**src/rtl/signed_rebuild_pkg.sv**
```systemverilog
// signed_rebuild_pkg: shared constants and saturation limits for the sign-magnitude rebuilder
package signed_rebuild_pkg;
  localparam int fifo_depth = 4;
  localparam int cnt_width = 16;
  function automatic logic [63:0] sat_max(int w);
    return (64'd1 << (w - 1)) - 64'd1;
  endfunction
  function automatic logic [63:0] sat_min(int w);
    return 64'd1 << (w - 1);
  endfunction
endpackage

```
**src/rtl/signed_rebuild_fifo.sv**
```systemverilog
// sync_fifo_fwft: first-word-fall-through FIFO, head visible whenever not empty
module sync_fifo_fwft #(
  parameter int width = 16,
  parameter int depth = 4
) (
  input  logic                         clk,
  input  logic                         rst,
  input  logic                         push,
  input  logic [width-1:0]             push_data,
  input  logic                         pop,
  output logic [width-1:0]             head,
  output logic                         valid,
  output logic [$clog2(depth+1)-1:0]   count
);
  localparam int aw = $clog2(depth);
  localparam int cw = $clog2(depth + 1);
  logic [width-1:0] mem [depth];
  logic [aw-1:0] wr_ptr, rd_ptr;
  logic wr_en, rd_en;
  always_comb begin
    valid = count != '0;
    rd_en = pop && valid;
    wr_en = push && (int'(count) < depth || rd_en);
    head = mem[rd_ptr];
  end
  always_ff @(posedge clk) begin
    if (rst) begin
      wr_ptr <= '0;
      rd_ptr <= '0;
      count <= '0;
      for (int i = 0; i < depth; i++) mem[i] <= '0;
    end else begin
      if (wr_en) begin
        mem[wr_ptr] <= push_data;
        wr_ptr <= int'(wr_ptr) == depth - 1 ? '0 : wr_ptr + 1'b1;
      end
      if (rd_en) rd_ptr <= int'(rd_ptr) == depth - 1 ? '0 : rd_ptr + 1'b1;
      count <= count + cw'(wr_en) - cw'(rd_en);
    end
  end
endmodule

```
**src/rtl/signed_rebuild.sv**
```systemverilog
// signed_rebuild: sign-magnitude to saturated two's-complement converter with FIFO output
module signed_rebuild
  import signed_rebuild_pkg::*;
#(
  parameter int data_width = 16,
  parameter int sign_delay = 0
) (
  input  logic                  clk_i,
  input  logic                  rst_i,
  input  logic [data_width-1:0] mag_i,
  input  logic                  sign_i,
  input  logic                  valid_i,
  output logic                  ready_o,
  output logic [data_width-1:0] data_o,
  output logic                  valid_o,
  input  logic                  ready_i,
  input  logic                  sat_clr_i,
  output logic [cnt_width-1:0]  sat_count_o
);
  localparam logic [data_width-1:0] max_v = data_width'(sat_max(data_width));
  localparam logic [data_width-1:0] min_v = data_width'(sat_min(data_width));
  localparam int cw = $clog2(fifo_depth + 1);
  logic [2:0] sign_sr;
  logic [3:0] taps;
  logic sign, msb, sat, in_xfer, stage_v;
  logic [data_width-1:0] conv, stage_d;
  logic [cw-1:0] fifo_count;
  // the stage register counts toward capacity so the FIFO can never overflow
  assign ready_o = int'(fifo_count) + int'(stage_v) < fifo_depth;
  always_comb begin
    taps = {sign_sr, sign_i};
    sign = taps[2'(sign_delay)];
    msb = mag_i[data_width-1];
    sat = sign ? msb && (|mag_i[data_width-2:0]) : msb;
    conv = sat ? (sign ? min_v : max_v) : (sign ? -mag_i : mag_i);
    in_xfer = valid_i && ready_o;
  end
  always_ff @(posedge clk_i) begin
    if (rst_i) begin
      stage_v <= 1'b0;
      stage_d <= '0;
      sign_sr <= '0;
      sat_count_o <= '0;
    end else begin
      stage_v <= in_xfer;
      if (in_xfer) begin
        stage_d <= conv;
        sign_sr <= {sign_sr[1:0], sign_i};
      end
      sat_count_o <= sat_clr_i ? cnt_width'(in_xfer && sat)
                   : (in_xfer && sat && !(&sat_count_o)) ? sat_count_o + 1'b1 : sat_count_o;
    end
  end
  sync_fifo_fwft #(.width(data_width), .depth(fifo_depth)) fifo (
    .clk(clk_i),
    .rst(rst_i),
    .push(stage_v),
    .push_data(stage_d),
    .pop(ready_i),
    .head(data_o),
    .valid(valid_o),
    .count(fifo_count)
  );
endmodule

```
**config.mk**
```make
export PLATFORM = sky130hd
export DESIGN_NAME = signed_rebuild
export DESIGN_NICKNAME = d
export VERILOG_FILES = /design/src/rtl/signed_rebuild_pkg.sv /design/src/rtl/signed_rebuild_fifo.sv /design/src/rtl/signed_rebuild.sv
export SDC_FILE = /design/constraint.sdc
export NUM_CORES = 1
export LEC_CHECK = 0
export CAP_MARGIN = 20
export CORE_ASPECT_RATIO = 1.5
export CORE_MARGIN = 1.5
export CORE_UTILIZATION = 56
export DETAILED_ROUTE_END_ITERATION = 7
export PLACE_DENSITY = 0.82
export SYNTH_ARGS = -nofsm -noshare
export SYNTH_HDL_FRONTEND = slang
export SYNTH_SLANG_ARGS = --single-unit
export TNS_END_PERCENT = 1
```
**constraint.sdc**
```tcl
create_clock -name clk_i -period 2.7 [get_ports clk_i]
set_clock_uncertainty 0.15 [all_clocks]
set_input_delay 0.54 -clock clk_i [delete_from_list [all_inputs] [get_ports clk_i]]
set_output_delay 0.54 -clock clk_i [all_outputs]
set_load 0.05 [all_outputs]
```
==> impl_metrics.toml, run 1 <==
[run_status]
run_status = "complete, no violations"

[synthesis]
synth-edff-count = 64
synth.net_count = 467
synth_cell_types = 52
synth_cells = 437
postSynth.asyncResetShare_pct = 0
synthesis.yosys.warnings = 0
avgSynthCellArea_um2 = 11.6
ys_seq_area_share_pct = 54.5
netlist_area_um2 = 5070
yosys_reg_bits = 106
synth_flop_cell = "sky130_fd_sc_hd__edfxtp_1"

[power_and_ir_drop]
power.leakage_uw = 0.00228
power.share.sequential_pct = 45.1
irDropWorstVdd_mv = 0.368
power.switching_uw = 1390
pwr-share-comb_pct = 26.4
swShare_pct = 32.2
cellPowerDensity_nw_per_um2 = 696
clock_power_share_pct = 28.5
cell_internal_pwr_uw = 2930

[clock_tree]
tritoncts_num_sinks = 106
post_cts.repair.setup_buffers = 0
numCtsBuffers = 9
path_clk_slew_ps = 70
cts_repair_resize_count = 0
tritoncts = "done"
ctsHtreeMaxLevel = 3
ctsRootBufferMaster = "sky130_fd_sc_hd__clkbuf_16"
worstSkewPairLatency_ps = 340
clock_tree.buffer_depth = 2
cts_hold_buf = 0

[setup_path]
critical_path_class = "flip-flop to primary output"
critical_path_arrival_ps = 1840
worstSetupStartpointType = "flip-flop"
timing.critical_path.fanout_max = 5
worst-endpoint-required_ps = 2010
crit_path_end_kind = "primary output"

[cells_and_area]
synth_to_final_area_change_pct = 22.4
mostFrequentLayoutCell = "sky130_fd_sc_hd__and2_1"
storage_cell_area_um2 = 2760
fin_util_pct = 70.3
multi_input_comb_area_um2 = 2190
fill_cells = 615
design_area_um2 = 6200
number_of_standard_cells_in_the_layout_taps_in_and_fillers_out = 634
layout-drive-gt1-share_pct = 19.3
antenna_cells = 0
design.final.nets = 549
most-common-layout-cells = "sky130_fd_sc_hd__and2_1 (65), sky130_fd_sc_hd__edfxtp_1 (64), sky130_fd_sc_hd__buf_4 (52), sky130_fd_sc_hd__dfxtp_1 (42), sky130_fd_sc_hd__clkdlybuf4s50_1 (38)"

[floorplanning]
initial_util_pct = 57.4
core_area_um2 = 8830
die_height_um = 120
die_w_um = 80.7
dieArea_um2 = 9640
fp-row-count = 42
num_io_pins = 56

[timing]
fin_crit_ps = 2530
finalHoldWorstSlack_ps = 341
final_setup_tns_ps = 0
grt_setup_unrepaired = "false"
timing_worst_slew_pin_value_ps = 1040
final-max-slew-violation-count = 0
setup_viol_count_final = 0
max_clock_freq_mhz = 395
min_period_over_period_pct = 93.7
worst_slew_margin_rel_pct = 30.4
hold_violations = 0

[detailed_routing]
routed-via-count = 3750
viasPerCell = 5.91
post_drt_wl_per_cell_um = 17.4
drtAntennaViolNets = 0
wirelength_um = 11100
drc_errors = 0
firstDrtPassIters = 5
initialDrtViolationCount = 210

[placed_design]
placedCellCount = 618
gp_congestion = 0.952
io_buffer_count = 55
placed_area_um2 = 5930
dp_hpwl_um = 7930

[global_routing]
number_of_antenna_violations_at_the_first_check_in_global_routing = 0
grt_first_pass_wirelength_um = 18300
groute.usage.overall_pct = 25.1
via_count_of_the_first_global_routing_pass = 3857
grt_start_max_net_pins = 20
gr_overflow_total = 0

[hold_path]
min-delay-path-class = "flip-flop to flip-flop"

[run]
drv_cap = 0
## sequential cells by signal, summed over array words and instances (netlist names), named ones only
signal / flops
fifo.mem: 64
sat_count_o: 16
fifo.count: 3
stage_d: 16
fifo.wr_ptr: 2
fifo.rd_ptr: 2
stage_v: 1
## final timing paths
check                                   start       endpoint  slack [ps]  cells past startpoint
worst max-delay path            fifo.count[1]        valid_o         170                      2
worst max register to register  fifo.count[1]  fifo.count[2]         330                      9
worst min-delay path               stage_d[3]     stage_d[3]         340                      2
worst min register to register     stage_d[3]     stage_d[3]         340                      2
## through the flow
step	total power, uW	worst slack, ps
after floorplan	2760	200
after global placement	3080	-142
after detailed placement	3130	-161
after CTS	4340	170
after global routing	4500	84.1
final	4320	171
## final cells by class
type                       count  share of cell area (%)
sequential                   106                    44.5
inverter                      11                   0.665
clock buffer                   9                    3.63
timing repair buffer          91                    12.7
clock inverter                 7                   0.847
tap                          110                    2.22
multi-input combinational    300                    35.4
## cells in the mapped netlist (4+ instances only)
library cell | instances | share of area, %
sky130_fd_sc_hd__a211oi_1 | 9 | 1.3
sky130_fd_sc_hd__o21ai_0 | 10 | 0.99
sky130_fd_sc_hd__edfxtp_1 | 64 | 38
sky130_fd_sc_hd__inv_1 | 11 | 0.81
sky130_fd_sc_hd__xor2_1 | 11 | 1.9
sky130_fd_sc_hd__nand2_1 | 22 | 1.6
sky130_fd_sc_hd__dfxtp_1 | 42 | 17
sky130_fd_sc_hd__or3_1 | 10 | 1.2
sky130_fd_sc_hd__nor2_1 | 23 | 1.7
sky130_fd_sc_hd__or2_2 | 6 | 0.74
sky130_fd_sc_hd__mux4_2 | 16 | 7.1
sky130_fd_sc_hd__clkbuf_1 | 15 | 1.1
sky130_fd_sc_hd__ha_1 | 7 | 1.7
sky130_fd_sc_hd__nor2b_1 | 4 | 0.49
sky130_fd_sc_hd__and2_1 | 65 | 8.0
sky130_fd_sc_hd__nor3_1 | 8 | 0.79
sky130_fd_sc_hd__o31ai_1 | 6 | 0.89
sky130_fd_sc_hd__a21oi_1 | 24 | 2.4
sky130_fd_sc_hd__nand3_1 | 17 | 1.7
sky130_fd_sc_hd__nand4_1 | 6 | 0.74
sky130_fd_sc_hd__or4_1 | 10 | 1.5
## routing by layer
layer,track usage (%),vias to the layer above,routed length [um]
li1,-,1797,-
met1,26.4,1812,4120
met2,46.2,112,6090
met3,5.25,29,515
met4,11.9,0,334
met5,0,-,0
## cells by family after synthesis
group,share of synthesized area [%]
AND/OR/NAND/NOR,21.7
flip-flops,54.5
AO/OA/AOI/OAI,9.21
buffers and inverters,2.54
multiplexers,7.51
XOR/XNOR,2.42
adder cells (fa/ha/maj),2.12
## power by group through the flow
stage               Combinational [uW]  Sequential [uW]  Clock (uW)
floorplan                          812             1950           0
global route                      1230             1960        1310
CTS                               1150             1950        1240
finish                            1140             1950        1230
global placement                  1120             1970           0
detailed placement                1150             1980           0
## worst max-delay path, stage by stage (launching register included)
cell                              delay, ps
sky130_fd_sc_hd__dfxtp_1                360
sky130_fd_sc_hd__or3_1                  420
sky130_fd_sc_hd__clkdlybuf4s50_1        720
(Power assumes the default switching activity.)
==> run 2: changes to the inputs <==
--- a/config.mk
+++ b/config.mk
@@ -5,9 +5,9 @@
 export SDC_FILE = /design/constraint.sdc
 export NUM_CORES = 1
 export LEC_CHECK = 0
-export CAP_MARGIN = 20
+export CAP_MARGIN = 30
 export CORE_ASPECT_RATIO = 1.5
-export CORE_MARGIN = 1.5
+export CORE_MARGIN = 5
 export CORE_UTILIZATION = 56
 export DETAILED_ROUTE_END_ITERATION = 7
 export PLACE_DENSITY = 0.82
==> impl_metrics.toml, run 2 (same netlist as run 1, synthesis figures left out) <==
[cells_and_area]
fill_cells = 632
synth_to_final_area_change_pct = 22.9
number_of_standard_cells_in_the_layout_taps_in_and_fillers_out = 634
number_of_flip_flops_under_the_largest_register_name = 64
fin_util_pct = 70.5
design.final.nets = 549
mostFrequentLayoutCell = "sky130_fd_sc_hd__and2_1"
multi_input_comb_area_um2 = 2190
registers.top_by_ff_count = "fifo.mem"
storage_cell_area_um2 = 2760
largest_regs = "fifo.mem x64, sat_count_o x16, stage_d x16"
antenna_cells = 0
most-common-layout-cells = "sky130_fd_sc_hd__and2_1 (65), sky130_fd_sc_hd__edfxtp_1 (64), sky130_fd_sc_hd__buf_4 (52), sky130_fd_sc_hd__dfxtp_1 (42), sky130_fd_sc_hd__clkdlybuf4s50_1 (38)"
layout-drive-gt1-share_pct = 19.1

[global_routing]
via_count_of_the_first_global_routing_pass = 3904
grt_first_pass_wirelength_um = 18700
gr_overflow_total = 0
grt_start_max_net_pins = 20
number_of_antenna_violations_at_the_first_check_in_global_routing = 0
groute.usage.overall_pct = 21.9

[clock_tree]
cts_repair_resize_count = 0
ctsRootBufferMaster = "sky130_fd_sc_hd__clkbuf_16"
post_cts.repair.setup_buffers = 0
worstSkewPairLatency_ps = 350
ctsHtreeMaxLevel = 3
tritoncts = "done"
path_clk_slew_ps = 70
clock_tree.buffer_depth = 2
numCtsBuffers = 9
cts_hold_buf = 0
tritoncts_num_sinks = 106

[hold_path]
timing.hold.worst_path_depth = 2
min-delay-path-class = "flip-flop to flip-flop"
timing.hold.worst.start = "stage_d[3]"
whs_endpoint = "stage_d[3]"

[setup_path]
timing.critical_path.slowest_stage_cell = "sky130_fd_sc_hd__or4_1"
timing.critical_path.fanout_max = 10
critical_path_arrival_ps = 2700
worst-r2r-cell-count = 9
crit_start = "mag_i[13]"
worst-path-buf-inv = 1
timing.rr.start = "fifo.count[1]"
crit_path_end_kind = "flip-flop"
worstSetupStartpointType = "input pin"
worst-endpoint-required_ps = 2800
critical_path_cell_count = 6
r2r_setup_slack_ps = 340
sequence_of_cells_on_the_critical_path = "clkdlybuf4s50_1 -> or4_1 -> or2_2 -> o211ai_2 -> o21bai_2 -> a211oi_1"
critical_path_class = "input pin to flip-flop"
critPathTopFamily = "simple AND/OR/NAND/NOR gates"
timing.rr.end = "fifo.count[2]"
max_stage_delay_ps = 610

[floorplanning]
num_io_pins = 56
die_height_um = 127
initial_util_pct = 57.4
fp-row-count = 42
die_w_um = 87.7
core_area_um2 = 8830
dieArea_um2 = 11100

[detailed_routing]
firstDrtPassIters = 5
drc_errors = 0
drtAntennaViolNets = 0
routed-via-count = 3768
viasPerCell = 5.94
initialDrtViolationCount = 278
wirelength_um = 11300
post_drt_wl_per_cell_um = 17.8

[placed_design]
gp_congestion = 0.918
io_buffer_count = 55
placedCellCount = 618
pre_cts_slack_ps = -228
dp_hpwl_um = 8050

[power_and_ir_drop]
cellPowerDensity_nw_per_um2 = 707
power.leakage_uw = 0.00228
irDropWorstVdd_mv = 0.422

[timing]
worst_slew_margin_rel_pct = 65.6
final-max-slew-violation-count = 0
worst_slack_ps = 104
setup_viol_count_final = 0
timing_worst_slew_pin_value_ps = 515
min_period_over_period_pct = 96.1
fin_crit_ps = 2600
grt_setup_unrepaired = "false"
finalHoldWorstSlack_ps = 332
max_clock_freq_mhz = 385
hold_violations = 0

[run]
drv_cap = 0

[run_status]
run_status = "complete, no violations"
[run 2: through the flow]
stage	TNS (ps)	area (um2)	power, uW
floorplan	0	5070	2760
global placement	-1920	5920	3090
detailed placement	-4580	5930	3130
CTS	0	6230	4430
global route	0	6230	4600
finish	0	6230	4400
[run 2: layer usage]
layer	GRT usage, %	vias up	share of wire, %	wire [um]
li1	-	1793	-	-
met1	24.4	1828	38	4310
met2	39.0	121	54	6160
met3	4.61	26	4.5	504
met4	9.94	0	3.0	339
met5	0	-	0	0
[run 2: where the power goes]
part | switching, uW | internal (uW) | total (uW) | leakage, uW
Combinational | 706 | 445 | 1150 | 0.00113
Sequential | 97.9 | 1850 | 1950 | 0.00101
Clock | 582 | 725 | 1310 | 0.000148
[run 2: worst max-delay path by stage]
| stage | end |
|---|---|
| global route | stage_d[14] |
| floorplan | fifo.count[2] |
| CTS | stage_d[14] |
| global placement | sat_count_o[1] |
| finish | stage_d[14] |
| detailed placement | stage_d[14] |
[run 2: area by class of cell]
| class | count | area share (%) |
|---|---|---|
| Inverter | 11 | 0.663 |
| Sequential cell | 106 | 44.4 |
| Timing Repair Buffer | 91 | 12.7 |
| Clock inverter | 7 | 1.19 |
| Multi-Input combinational cell | 300 | 35.2 |
| Tap cell | 110 | 2.21 |
| Clock buffer | 9 | 3.62 |
[run 2: tightest hold or removal path, delay by kind of cell, from the launching register on]
kind             cells  cell delay (ps)
flip-flops           1              330
AND/OR/NAND/NOR      1               60
AO/OA/AOI/OAI        1               50
==> run 3: changes to the inputs <==
--- a/config.mk
+++ b/config.mk
@@ -8,10 +8,12 @@
 export CAP_MARGIN = 30
 export CORE_ASPECT_RATIO = 1.5
 export CORE_MARGIN = 5
-export CORE_UTILIZATION = 56
+export CORE_UTILIZATION = 57
 export DETAILED_ROUTE_END_ITERATION = 7
-export PLACE_DENSITY = 0.82
+export PLACE_DENSITY = 0.83
+export SKIP_LAST_GASP = 1
 export SYNTH_ARGS = -nofsm -noshare
 export SYNTH_HDL_FRONTEND = slang
+export SYNTH_HIERARCHICAL = 1
 export SYNTH_SLANG_ARGS = --single-unit
 export TNS_END_PERCENT = 1
==> impl_metrics.toml, run 3 <==
[run_status]
run_status = "complete, no violations"

[synthesis]
synth-edff-count = 64
post-synth-top-count-cell = "sky130_fd_sc_hd__edfxtp_1"
synth_top_area_share_pct = 36.8
synth_cells = 447
synth.net_count = 476
avgSynthCellArea_um2 = 11.7
yosys_reg_bits = 106
postSynth.asyncResetShare_pct = 0
synthesis.yosys.warnings = 6
yosys-top-cells-area = "sky130_fd_sc_hd__edfxtp_1 (37%), sky130_fd_sc_hd__dfxtp_1 (16%), sky130_fd_sc_hd__mux4_2 (6.9%)"
netlist_area_um2 = 5220
synth_flop_cell = "sky130_fd_sc_hd__edfxtp_1"
synth_cell_types = 56
ys_seq_area_share_pct = 52.9
synth_area_leader_cell = "sky130_fd_sc_hd__edfxtp_1"
post_synth_most_frequent_cells = "sky130_fd_sc_hd__edfxtp_1 (64), sky130_fd_sc_hd__and2_1 (55), sky130_fd_sc_hd__dfxtp_1 (42)"

[timing]
setup_viol_count_final = 0
max_clock_freq_mhz = 392
worst_slew_margin_rel_pct = 44.9
min_period_over_period_pct = 94.4
final-max-slew-violation-count = 0
timing_worst_slew_pin_value_ps = 826
fin_crit_ps = 2550
grt_setup_unrepaired = "false"
hold_violations = 0

[floorplanning]
fp-row-count = 42
initial_util_pct = 58.7
die_height_um = 127
num_io_pins = 56
die_w_um = 88.1
dieArea_um2 = 11200
core_area_um2 = 8880

[detailed_routing]
wirelength_um = 11700
initialDrtViolationCount = 218
drtAntennaViolNets = 0
viasPerCell = 5.87
firstDrtPassIters = 4
drc_errors = 0
routed-via-count = 3810
post_drt_wl_per_cell_um = 18.1

[global_routing]
gr_overflow_total = 0
groute.usage.overall_pct = 22.3
grt_first_pass_wirelength_um = 19100
number_of_antenna_violations_at_the_first_check_in_global_routing = 0
grt_use_met1_pct = 24.3
met3_usage_pct = 3.41
via_count_of_the_first_global_routing_pass = 3883
grt_start_max_net_pins = 26
gr-usage-met2_pct = 42.3
busiest_layer = "met2"

[setup_path]
timing.critical_path.slowest_stage_cell = "sky130_fd_sc_hd__clkdlybuf4s50_1"
critical_path_class = "flip-flop to primary output"
max_stage_delay_ps = 700
sequence_of_cells_on_the_critical_path = "or3_1 -> clkdlybuf4s50_1"
timing.critical_path.fanout_max = 9
critPathTopFamily = "buffers and inverters"
critical_path_arrival_ps = 1860
crit_path_end_kind = "primary output"
timing.rr.start = "sat_count_o[4]"
worstSetupStartpointType = "flip-flop"
worst-r2r-cell-count = 6
r2r_setup_slack_ps = 330
worst-endpoint-required_ps = 2010
worst-path-buf-inv = 1
timing.rr.end = "sat_count_o[4]"

[cells_and_area]
number_of_standard_cells_in_the_layout_taps_in_and_fillers_out = 649
layout-drive-gt1-share_pct = 21.7
multi_input_comb_area_um2 = 2310
antenna_cells = 0
design_area_um2 = 6360
synth_to_final_area_change_pct = 21.9
registers.top_by_ff_count = "fifo/mem"
design.final.nets = 563
largest_regs = "fifo/mem x64, sat_count_o x16, stage_d x16"
storage_cell_area_um2 = 2760
number_of_flip_flops_under_the_largest_register_name = 64
most-common-layout-cells = "sky130_fd_sc_hd__edfxtp_1 (64), sky130_fd_sc_hd__buf_4 (56), sky130_fd_sc_hd__and2_1 (55), sky130_fd_sc_hd__dfxtp_1 (42), sky130_fd_sc_hd__clkdlybuf4s50_1 (38)"
fill_cells = 617
mostFrequentLayoutCell = "sky130_fd_sc_hd__edfxtp_1"

[clock_tree]
worstSkewPairLatency_ps = 340
ctsHtreeMaxLevel = 3
post_cts.repair.setup_buffers = 0
cts_repair_resize_count = 0
numCtsBuffers = 9
clock_tree.buffer_depth = 2
cts_hold_buf = 0
path_clk_slew_ps = 70
tritoncts = "done"
tritoncts_num_sinks = 106
ctsRootBufferMaster = "sky130_fd_sc_hd__clkbuf_16"

[placed_design]
io_buffer_count = 55
dp_hpwl_um = 8360
placed_area_um2 = 6070
placedCellCount = 633
gp_congestion = 0.916

[hold_path]
timing.hold.worst_path_depth = 2
whs_endpoint = "stage_d[9]"
timing.hold.worst.start = "stage_d[9]"
min-delay-path-class = "flip-flop to flip-flop"

[power_and_ir_drop]
irDropWorstVdd_mv = 0.415
cellPowerDensity_nw_per_um2 = 689
power.leakage_uw = 0.00237

[run]
drv_cap = 0
-- run 3: routing by layer --
| metal | vias up | wire [um] |
|---|---|---|
| li1 | 1838 | - |
| met1 | 1844 | 4370 |
| met2 | 108 | 6620 |
| met3 | 20 | 499 |
| met4 | 0 | 234 |
| met5 | - | 0 |
-- run 3: tightest hold or removal path: stages, from the launching register on --
cell and delay (ps):
sky130_fd_sc_hd__dfxtp_1 340, sky130_fd_sc_hd__nand2_1 60, sky130_fd_sc_hd__a21oi_1 50
-- run 3: logic make-up (layout without fill, tap and decap cells) --
logic type / after synthesis / after routing / synth area share (%)
and+or+nand+nor: 206 / 206 / 24.8
DFF: 106 / 106 / 52.9
adders and majority gates: 7 / 7 / 1.82
AOI/OAI and AO/OA: 65 / 65 / 8.13
buffers and inverters: 32 / 124 / 2.83
xor gates and xnor gates: 14 / 14 / 2.35
muxes: 17 / 17 / 7.10
-- run 3: final cells by class --
class                   count  share of cell area [%]
flip-flops and latches    106                    43.4
multi-input cells         309                    36.3
repair buffers             95                    12.8
clock buffers              11                    3.97
well taps                 110                    2.16
inverters                  13                   0.767
clock inverters             5                   0.571
-- run 3: how the worst max path moves through the flow --
stage                     end  depth (start not counted)          start  slack (ps)
2_1_floorplan     stage_d[12]                          8       mag_i[0]         310
3_3_place_gp   sat_count_o[8]                          9       mag_i[0]          -4
3_5_place_dp   sat_count_o[8]                          9       mag_i[0]        -110
4_1_cts               ready_o                          3        stage_v          60
5_1_grt               valid_o                          2  fifo/count[2]          70
6_report              valid_o                          2  fifo/count[2]         150
-- run 3: per-stage QoR --
step           setup TNS [ps]  total power, uW  hold slack, ps  setup slack [ps]  util, %
6_report                    0             4380             352               152     71.6
5_1_grt                     0             4580             369              69.5     71.6
4_1_cts                     0             4420             349              56.5     71.6
3_5_place_dp             -314             3180             340              -113     68.3
3_3_place_gp            -4.02             3150             323             -4.02     68.2
2_1_floorplan               0             2800             302               313        -
-- run 3: power breakdown --
group          switching [uW]  total [uW]  leakage (uW)  internal (uW)
Clock                     560        1240      0.000141            681
Combinational             704        1190       0.00122            482
Sequential                108        1960       0.00101           1850
Total                    1370        4380       0.00237           3010
